File: src/rtl/adder_pkg.sv
// Shared types and default widths for the adder result path.
//   DATA_W_DEF   : adder sum width
//   ACC_W_DEF    : running accumulator width
//   DEPTH_DEF    : result FIFO depth (power of two, >= 2)
//   OVF_W        : overflow counter width
//   entry_t      : one captured adder result {ovf, sum}
//   fifo_state_e : occupancy FSM states
package adder_pkg;

  localparam int unsigned DATA_W_DEF = 4;
  localparam int unsigned ACC_W_DEF  = 8;
  localparam int unsigned DEPTH_DEF  = 4;
  localparam int unsigned OVF_W      = 4;

  typedef struct packed {
    logic                  ovf;
    logic [DATA_W_DEF-1:0] sum;
  } entry_t;

  typedef enum logic [1:0] {
    EMPTY = 2'd0,
    MID   = 2'd1,
    FULL  = 2'd2
  } fifo_state_e;

endpackage

File: src/rtl/result_fifo.sv
// First-word fall-through FIFO for adder results with an explicit occupancy FSM.
//   clk, rst_n  : clock, asynchronous active-low reset
//   push, pop   : write / read strobes (ignored when FULL / EMPTY)
//   wr_entry    : entry written at the write pointer
//   rd_entry_c  : head entry, read combinationally from storage
//   not_full_c  : decoded from the state register, no path from pop
//   not_empty_c : decoded from the state register
//   level       : registered occupancy
module result_fifo
  import adder_pkg::*;
#(
  parameter  int unsigned DEPTH = DEPTH_DEF,
  localparam int unsigned PTR_W = $clog2(DEPTH),
  localparam int unsigned LVL_W = $clog2(DEPTH) + 1
) (
  input  logic             clk,
  input  logic             rst_n,
  input  logic             push,
  input  logic             pop,
  input  entry_t           wr_entry,
  output entry_t           rd_entry_c,
  output logic             not_full_c,
  output logic             not_empty_c,
  output logic [LVL_W-1:0] level
);

  fifo_state_e      state_q, state_d;
  logic [PTR_W-1:0] wr_ptr_q, rd_ptr_q;
  logic [LVL_W-1:0] level_d;
  entry_t           mem_q [DEPTH];
  logic             wr_fire, rd_fire;

  assign wr_fire = push && (state_q != FULL);
  assign rd_fire = pop  && (state_q != EMPTY);

  assign not_full_c  = (state_q != FULL);
  assign not_empty_c = (state_q != EMPTY);
  assign rd_entry_c  = mem_q[rd_ptr_q];

  // State and occupancy registers
  always_ff @(posedge clk or negedge rst_n) begin
    if (!rst_n) begin
      state_q <= EMPTY;
      level   <= '0;
    end else begin
      state_q <= state_d;
      level   <= level_d;
    end
  end

  // Next state and next occupancy; push+pop together leaves both unchanged
  always_comb begin
    state_d = state_q;
    level_d = level;
    if (wr_fire && !rd_fire) begin
      level_d = level + LVL_W'(1);
    end else if (rd_fire && !wr_fire) begin
      level_d = level - LVL_W'(1);
    end
    case (state_q)
      EMPTY: begin
        if (wr_fire) state_d = MID;
      end
      MID: begin
        if (wr_fire && !rd_fire && (level == LVL_W'(DEPTH - 1))) begin
          state_d = FULL;
        end else if (rd_fire && !wr_fire && (level == LVL_W'(1))) begin
          state_d = EMPTY;
        end
      end
      FULL: begin
        if (rd_fire) state_d = MID;
      end
      default: state_d = EMPTY;
    endcase
  end

  // Storage and pointers; pointers wrap naturally since DEPTH is a power of two
  always_ff @(posedge clk or negedge rst_n) begin
    if (!rst_n) begin
      wr_ptr_q <= '0;
      rd_ptr_q <= '0;
      for (int i = 0; i < int'(DEPTH); i++) begin
        mem_q[i] <= '0;
      end
    end else begin
      if (wr_fire) begin
        mem_q[wr_ptr_q] <= wr_entry;
        wr_ptr_q        <= wr_ptr_q + PTR_W'(1);
      end
      if (rd_fire) begin
        rd_ptr_q <= rd_ptr_q + PTR_W'(1);
      end
    end
  end

endmodule

File: src/rtl/sum_accumulator.sv
// Buffers adder results in a small FIFO and folds each released entry into
// saturating statistics.
//   Clk, Rst_n            : clock, asynchronous active-low reset
//   In_valid/Sum/Overflow : adder result input, accepted when In_ready
//   Out_valid/Out_ready   : head handshake; Out_sum/Out_ovf show the head
//   Clr                   : synchronous clear of statistics (FIFO untouched)
//   Acc/Acc_sat           : saturating running total of released sums, sticky flag
//   Ovf_count             : released entries with overflow, saturating
//   Level                 : FIFO occupancy
module sum_accumulator
  import adder_pkg::*;
#(
  parameter  int unsigned DATA_W = DATA_W_DEF,
  parameter  int unsigned ACC_W  = ACC_W_DEF,
  parameter  int unsigned DEPTH  = DEPTH_DEF,
  localparam int unsigned LVL_W  = $clog2(DEPTH) + 1
) (
  input  logic              Clk,
  input  logic              Rst_n,
  input  logic              In_valid,
  input  logic [DATA_W-1:0] Sum,
  input  logic              Overflow,
  output logic              In_ready,
  output logic              Out_valid,
  input  logic              Out_ready,
  output logic [DATA_W-1:0] Out_sum,
  output logic              Out_ovf,
  input  logic              Clr,
  output logic [ACC_W-1:0]  Acc,
  output logic              Acc_sat,
  output logic [OVF_W-1:0]  Ovf_count,
  output logic [LVL_W-1:0]  Level
);

  localparam int unsigned SUM_W = ACC_W + 1;

  entry_t           wr_entry;
  entry_t           head_c;
  logic             push, pop;
  logic [SUM_W-1:0] acc_sum_c;

  assign wr_entry = '{ovf: Overflow, sum: Sum};
  assign push     = In_valid && In_ready;
  assign pop      = Out_valid && Out_ready;
  assign Out_sum  = head_c.sum;
  assign Out_ovf  = head_c.ovf;

  result_fifo #(
    .DEPTH (DEPTH)
  ) u_fifo (
    .clk         (Clk),
    .rst_n       (Rst_n),
    .push        (push),
    .pop         (pop),
    .wr_entry    (wr_entry),
    .rd_entry_c  (head_c),
    .not_full_c  (In_ready),
    .not_empty_c (Out_valid),
    .level       (Level)
  );

  // One extra bit catches the carry that signals saturation
  assign acc_sum_c = {1'b0, Acc} + SUM_W'(Out_sum);

  // Statistics; Clr wins but still counts a pop in the same cycle
  always_ff @(posedge Clk or negedge Rst_n) begin
    if (!Rst_n) begin
      Acc       <= '0;
      Acc_sat   <= 1'b0;
      Ovf_count <= '0;
    end else if (Clr) begin
      Acc       <= pop ? ACC_W'(Out_sum) : '0;
      Acc_sat   <= 1'b0;
      Ovf_count <= (pop && Out_ovf) ? OVF_W'(1) : '0;
    end else if (pop) begin
      if (acc_sum_c[ACC_W]) begin
        Acc     <= '1;
        Acc_sat <= 1'b1;
      end else begin
        Acc <= acc_sum_c[ACC_W-1:0];
      end
      if (Out_ovf && (Ovf_count != '1)) begin
        Ovf_count <= Ovf_count + OVF_W'(1);
      end
    end
  end

endmodule

File: config.mk
export PLATFORM = sky130hd
export DESIGN_NAME = sum_accumulator
export DESIGN_NICKNAME = d
export VERILOG_FILES = /design/src/rtl/adder_pkg.sv /design/src/rtl/result_fifo.sv /design/src/rtl/sum_accumulator.sv
export SDC_FILE = /design/constraint.sdc
export NUM_CORES = 1
export LEC_CHECK = 0
export CORE_ASPECT_RATIO = 0.8
export CORE_MARGIN = 3
export CORE_UTILIZATION = 50
export DETAILED_ROUTE_END_ITERATION = 10
export DONT_BUFFER_PORTS = 1
export PLACE_DENSITY = 0.64
export RECOVER_POWER = 25
export SYNTH_ARGS = -nofsm -noshare
export SYNTH_HDL_FRONTEND = slang
export SYNTH_SLANG_ARGS = --single-unit
File: constraint.sdc
create_clock -name Clk -period 3.2 [get_ports Clk]
set_clock_uncertainty 0.15 [all_clocks]
set_input_delay 0.64 -clock Clk [delete_from_list [all_inputs] [get_ports Clk]]
set_output_delay 0.64 -clock Clk [all_outputs]
set_load 0.005 [all_outputs]
==> impl_metrics.json, run 1 <==
{
  "number_of_nets_in_the_layout": 215,
  "worstSkewPairLatency_ns": 0.29,
  "grt-ovfl-total": 0,
  "avgViaCountPerCell": 5.82,
  "grt_max_degree": 43,
  "share_clk_of_total_power": 0.175,
  "detailedRoute.firstPassIterationCount": 4,
  "timing.critical_path.arrival_ns": 2.88,
  "grt_use_total": 0.173,
  "static-leakage-power_uw": 0.00105,
  "worst_path_max_delay_cell": "sky130_fd_sc_hd__mux4_1",
  "tritoncts_clock_tree": "yes",
  "clockBufferDepth": 2,
  "initial_core_util": 0.530,
  "synth_cells": 187,
  "synth_top_family_by_area": "multiplexers",
  "timing.setup.tns_ns": 0,
  "critical_path_required_ns": 3.23,
  "ys_ff_latch": 42,
  "clockRootBuffer": "sky130_fd_sc_hd__clkbuf_8",
  "ranking_of_synthesized_cells_by_instance_count": "sky130_fd_sc_hd__dfrtp_1 (42), sky130_fd_sc_hd__mux2_2 (20), sky130_fd_sc_hd__ha_1 (15), sky130_fd_sc_hd__nand2_1 (11), sky130_fd_sc_hd__nand3_1 (11)",
  "grt_pass1_wl_microns": 7020,
  "syn-mean-instance-area_sq_um": 12.1,
  "cts_buffers": 5,
  "synth_compound_area_frac": 0.0815,
  "outcome": "finished with violations",
  "layout-area-overhead-vs-synth_pct": 5.43,
  "first_iter_violations": 74,
  "cell_row_count": 21,
  "die-width_microns": 81.1,
  "core_area_sq_um": 4260,
  "synth_enable_flop_cells": 0,
  "sequential_area_share_after_synthesis": 0.466,
  "layout_cells_sized_above_1": 0.195,
  "max-cap-violations": 1,
  "swShare": 0.375,
  "dp_hpwl_microns": 3030,
  "worst_path_bufs_invs": 0,
  "synth_xor_xnor_area_share": 0.0310,
  "yosys_warnings": 0,
  "synth_cell_type_count": 44,
  "p_per_area_nw_per_um2": 993,
  "final_hold_viol_count": 0,
  "finalHoldWorstSlack_ns": 0.246,
  "netlist_top_cells_area": "sky130_fd_sc_hd__dfrtp_1 (47%), sky130_fd_sc_hd__mux2_2 (10%), sky130_fd_sc_hd__ha_1 (8.3%)",
  "maxClockFrequency_mhz": 350,
  "failed_checks": "capacitance limit, slew limit",
  "first_global_vias": 1472,
  "syn_nets": 213,
  "crit_path_max_fanout": 7,
  "layout.filler_cells": 358,
  "fin_total_pwr_uw": 2360,
  "tritoncts_num_sinks": 42,
  "synthDominantCellAreaShare": 0.466,
  "path_class": "reg2reg",
  "power_frac_seq": 0.398,
  "ant_nets": 0,
  "worst_setup_path_start_kind": "register",
  "diodes": 0,
  "timing.critical_path.cells": "mux4_1, ha_1, fa_1, nand3_1, nand2_1, nor4_1, nor3_1",
  "post_cts.repair.setup_buffers": 0,
  "utilization": 0.559,
  "switching_power_uw": 887,
  "synth_simple_gate_area_frac": 0.123,
  "synth_fa_ha_area_frac": 0.0920,
  "hold_class": "in2reg",
  "drc": 0,
  "async_flop_share": 1.00,
  "tightestPinTransition_ns": 2.16,
  "netlist.top_cell.by_area": "sky130_fd_sc_hd__dfrtp_1",
  "syn-cell-area_sq_um": 2260,
  "routed_wl_microns": 4110,
  "finalMaxSlewViolations": 43,
  "relSlewSlack": -0.439,
  "most_frequently_used_cell_type_in_the_post_synthesis_netlist": "sky130_fd_sc_hd__dfrtp_1",
  "io_buffer_count": 0,
  "design.die.area_sq_um": 5360,
  "reg2reg_slack_ns": 0.35,
  "power.combinational.fraction": 0.427,
  "p_int_uw": 1480,
  "detailed_route_via_count": 1437,
  "clk_pin_slew_worst_paths_ns": 0.08,
  "cp_slowest_stage_delay_ns": 0.69,
  "critPathTopFamily": "multiplexers",
  "post-route-min-period_ns": 2.85,
  "period_share": 0.892,
  "synth.area.mux_share": 0.165,
  "grt_antenna_before_repair": 0,
  "post_drt_wl_per_cell_microns": 16.7,
  "gp_congestion": 0.757,
  "cts.htree.levels": 2,
  "setup_failing_eps_final": 0,
  "ys_dominant_reg_cell": "sky130_fd_sc_hd__dfrtp_1",
  "floorplan.io_pins": 33,
  "endpoint_kind": "register",
  "rsz0062_at_grt": "false",
  "die_height_microns": 66.1,
  "vdd_drop_max_uv": 480
}
==> timing repair <==
item / in CTS / in global routing
hold buffers: 1 / 0
gates resized for setup: 0 / 0
hold endpoints to repair: 42 / 0
==> metrics by stage <==
stage | worst slack [ns] | area (sq um) | std cells
after detailed placement | 0.368 | 2270 | 238
after floorplan | 0.664 | 2260 | 187
final | 0.346 | 2380 | 247
after global placement | 0.427 | 2270 | 238
after CTS | 0.339 | 2400 | 247
after global routing | 0.0494 | 2380 | 247
==> cells in the final DEF, fill, tap and decap left out, types with 5 or more instances in the layout <==
cell / synthesis / layout
sky130_fd_sc_hd__nand3_1: 11 / 11
sky130_fd_sc_hd__dfrtp_1: 42 / 42
sky130_fd_sc_hd__mux2_2: 20 / 20
sky130_fd_sc_hd__a21oi_1: 8 / 8
sky130_fd_sc_hd__inv_1: 6 / 6
sky130_fd_sc_hd__nand2_1: 11 / 11
sky130_fd_sc_hd__o21ai_0: 6 / 6
sky130_fd_sc_hd__ha_1: 15 / 15
sky130_fd_sc_hd__nor2_1: 9 / 9
sky130_fd_sc_hd__clkbuf_8: 3 / 5
==> per-layer routing <==
layer / track usage / vias up / part of all wire
met2: 0.279 / 35 / 0.47
li1: - / 686 / -
met5: 0 / - / 0
met1: 0.220 / 714 / 0.45
met4: 0.0570 / 0 / 0.0051
met3: 0.0586 / 2 / 0.070
==> cells by family (layout without fill, tap and decap cells) <==
kind of cell | after synthesis | in the layout
compound gates | 29 | 29
mux | 27 | 27
fa+ha+maj | 16 | 16
buf+inv | 14 | 17
flops | 42 | 42
simple gates | 51 | 51
xor+xnor | 8 | 8
==> final cells by class <==
cell class / instances / area (sq um) / area share
flip-flops and latches: 42 / 1050 / 0.442
well taps: 57 / 71.3 / 0.0300
clock buffers: 6 / 72.6 / 0.0305
inverters: 8 / 32.5 / 0.0137
clock inverters: 2 / 37.5 / 0.0158
multi-input cells: 131 / 1110 / 0.467
repair buffers: 1 / 3.75 / 0.00158
==> power by group through the flow <==
stage               Clock [uW]  Combinational [uW]  Sequential, uW
global placement             0                 955             936
global route               450                1130             979
floorplan                    0                 887             871
finish                     414                1010             939
detailed placement           0                1000             954
CTS                        425                1020             944
==> path summary, 6_finish.rpt <==
check	start	end	cells after the start
setup / recovery	u_fifo.rd_ptr_q[0]	Acc[7]	7
hold / removal	Clr	Acc[5]	1
setup reg to reg	u_fifo.rd_ptr_q[0]	Acc[7]	7
hold reg to reg	u_fifo.mem_q[16]	u_fifo.mem_q[16]	1
max in group asynchronous	Rst_n	u_fifo.mem_q[14]	1
min in group asynchronous	Rst_n	u_fifo.state_q[1]	1
==> registers in the layout (all words and copies together), names as in the netlist <==
signal,flops
u_fifo.wr_ptr_q,2
u_fifo.rd_ptr_q,2
u_fifo.mem_q,20
Ovf_count,4
u_fifo.level,3
Acc_sat,1
Acc,8
u_fifo.state_q,2
Note: power is estimated with default switching activity, not from simulation.
==> run 2, diff against run 1 <==
==> constraint.sdc (replaced) <==
create_clock -name Clk -period 3.2 [get_ports Clk]
set_clock_uncertainty 0.15 [all_clocks]
set_input_delay 0.64 -clock Clk [delete_from_list [all_inputs] [get_ports Clk]]
set_output_delay 0.64 -clock Clk [all_outputs]
set_load 0.1 [all_outputs]
==> impl_metrics.json, run 2 (same netlist as run 1, synthesis figures left out) <==
{
  "critical_path_required_ns": 3.23,
  "grt_max_degree": 43,
  "crit_path_max_fanout": 7,
  "dp_hpwl_microns": 3120,
  "diodes": 0,
  "tritoncts_clock_tree": "yes",
  "tritoncts_num_sinks": 42,
  "gp_congestion": 0.898,
  "clk_pin_slew_worst_paths_ns": 0.08,
  "max_flop_register": "u_fifo.mem_q",
  "rsz0062_at_grt": "false",
  "outcome": "finished with violations",
  "layout.cells.most_common": "sky130_fd_sc_hd__dfrtp_1",
  "path_class": "reg2reg",
  "layout_common_cells": "sky130_fd_sc_hd__dfrtp_1 (42), sky130_fd_sc_hd__mux2_2 (20), sky130_fd_sc_hd__buf_4 (18)",
  "avgViaCountPerCell": 5.73,
  "layout.area.seq_sq_um": 1050,
  "max-cap-violations": 1,
  "finalMaxSlewViolations": 43,
  "utilization": 0.591,
  "layout-area-overhead-vs-synth_pct": 11.4,
  "cts_buffers": 5,
  "number_of_nets_in_the_layout": 233,
  "detailed_route_via_count": 1518,
  "relSlewSlack": -0.451,
  "multiInputGateArea_sq_um": 1110,
  "maxClockFrequency_mhz": 361,
  "design.die.area_sq_um": 5360,
  "grt_pass1_wl_microns": 7250,
  "failed_checks": "capacitance limit, slew limit",
  "die-width_microns": 81.1,
  "tightestPinTransition_ns": 2.18,
  "reg2reg_slack_ns": 0.43,
  "io_buffer_count": 0,
  "clockBufferDepth": 2,
  "setup_failing_eps_final": 0,
  "pre_cts_ws_ns": 0.435,
  "worst_setup_path_start_kind": "register",
  "grt_use_total": 0.183,
  "top_regs": "u_fifo.mem_q (20), Acc (8), Ovf_count (4)",
  "timing.hold.worst.start": "Clr",
  "grt-ovfl-total": 0,
  "final.setup.worst_slack_ns": 0.429,
  "final_hold_viol_count": 0,
  "hold-path-cell-count": 1,
  "min_to": "Acc[5]",
  "largest_reg_flops": 20,
  "endpoint_kind": "register",
  "initial_core_util": 0.530,
  "first_iter_violations": 93,
  "core_area_sq_um": 4260,
  "worstSkewPairLatency_ns": 0.29,
  "post_drt_wl_per_cell_microns": 16.6,
  "ff_to_ff_start": "u_fifo.rd_ptr_q[0]",
  "cell_row_count": 21,
  "crit-reg2reg-capture": "Acc[7]",
  "layout_cells_sized_above_1": 0.264,
  "clockRootBuffer": "sky130_fd_sc_hd__clkbuf_8",
  "timing.setup.tns_ns": 0,
  "first_global_vias": 1509,
  "die_height_microns": 66.1,
  "hold_class": "in2reg",
  "grt_antenna_before_repair": 0,
  "routed_wl_microns": 4400,
  "drc": 0,
  "layout.filler_cells": 350,
  "floorplan.io_pins": 33,
  "timing.critical_path.arrival_ns": 2.80,
  "post-route-min-period_ns": 2.77,
  "ant_nets": 0,
  "period_share": 0.866,
  "cts_repair_resize_count": 0,
  "cts.htree.levels": 2,
  "detailedRoute.firstPassIterationCount": 4,
  "timing.reg2reg.worst_path_depth": 7
}
run 2: worst max-delay path by stage:
stage                                  start      to  slack, ns  depth (start not counted)
final                     u_fifo.rd_ptr_q[0]  Acc[7]       0.43                          7
after global placement    u_fifo.rd_ptr_q[0]  Acc[7]       0.50                          7
after detailed placement  u_fifo.rd_ptr_q[0]  Acc[7]       0.44                          7
after CTS                 u_fifo.rd_ptr_q[0]  Acc[7]       0.42                          7
after floorplan           u_fifo.rd_ptr_q[0]  Acc[7]       0.06                          8
after global routing      u_fifo.rd_ptr_q[0]  Acc[7]       0.26                          7
run 2: what timing repair did:
action / in CTS / in global routing
setup buffers: 0 / 0
hold buffers: 1 / 0
endpoints found under the hold margin: 42 / 0
run 2: final cells by class:
type,instances,area share
multi-input cells,131,0.442
well taps,57,0.0284
clock buffers,6,0.0289
repair buffers,19,0.0552
inverters,8,0.0129
flip-flops and latches,42,0.418
clock inverters,2,0.0149
run 2: critical path, stage by stage, from the launching register on:
cell and delay, ns:
sky130_fd_sc_hd__dfrtp_1 0.54, sky130_fd_sc_hd__mux4_1 0.64, sky130_fd_sc_hd__ha_1 0.25, sky130_fd_sc_hd__fa_1 0.42, sky130_fd_sc_hd__nand3_1 0.15, sky130_fd_sc_hd__nand2_1 0.13, sky130_fd_sc_hd__nor4_1 0.29, sky130_fd_sc_hd__nor3_1 0.08
run 2: routing by layer:
metal | up-vias | part of all wire | track usage
li1 | 720 | - | -
met5 | - | 0 | 0
met4 | 0 | 0.012 | 0.0633
met3 | 6 | 0.066 | 0.0518
met1 | 744 | 0.44 | 0.245
met2 | 48 | 0.48 | 0.285
run 2: per-stage QoR:
step / cell area [sq um] / hold slack, ns / std cells
2_1_floorplan: 2260 / 0.194 / 187
3_3_place_gp: 2400 / 0.196 / 256
3_5_place_dp: 2400 / 0.196 / 256
4_1_cts: 2530 / 0.0277 / 265
5_1_grt: 2510 / 0.226 / 265
6_report: 2510 / 0.245 / 265
Power of run 2 is left out: the tool's default activity adds up to more than one toggle a clock period on the data nets, which glitch-free logic cannot reach.
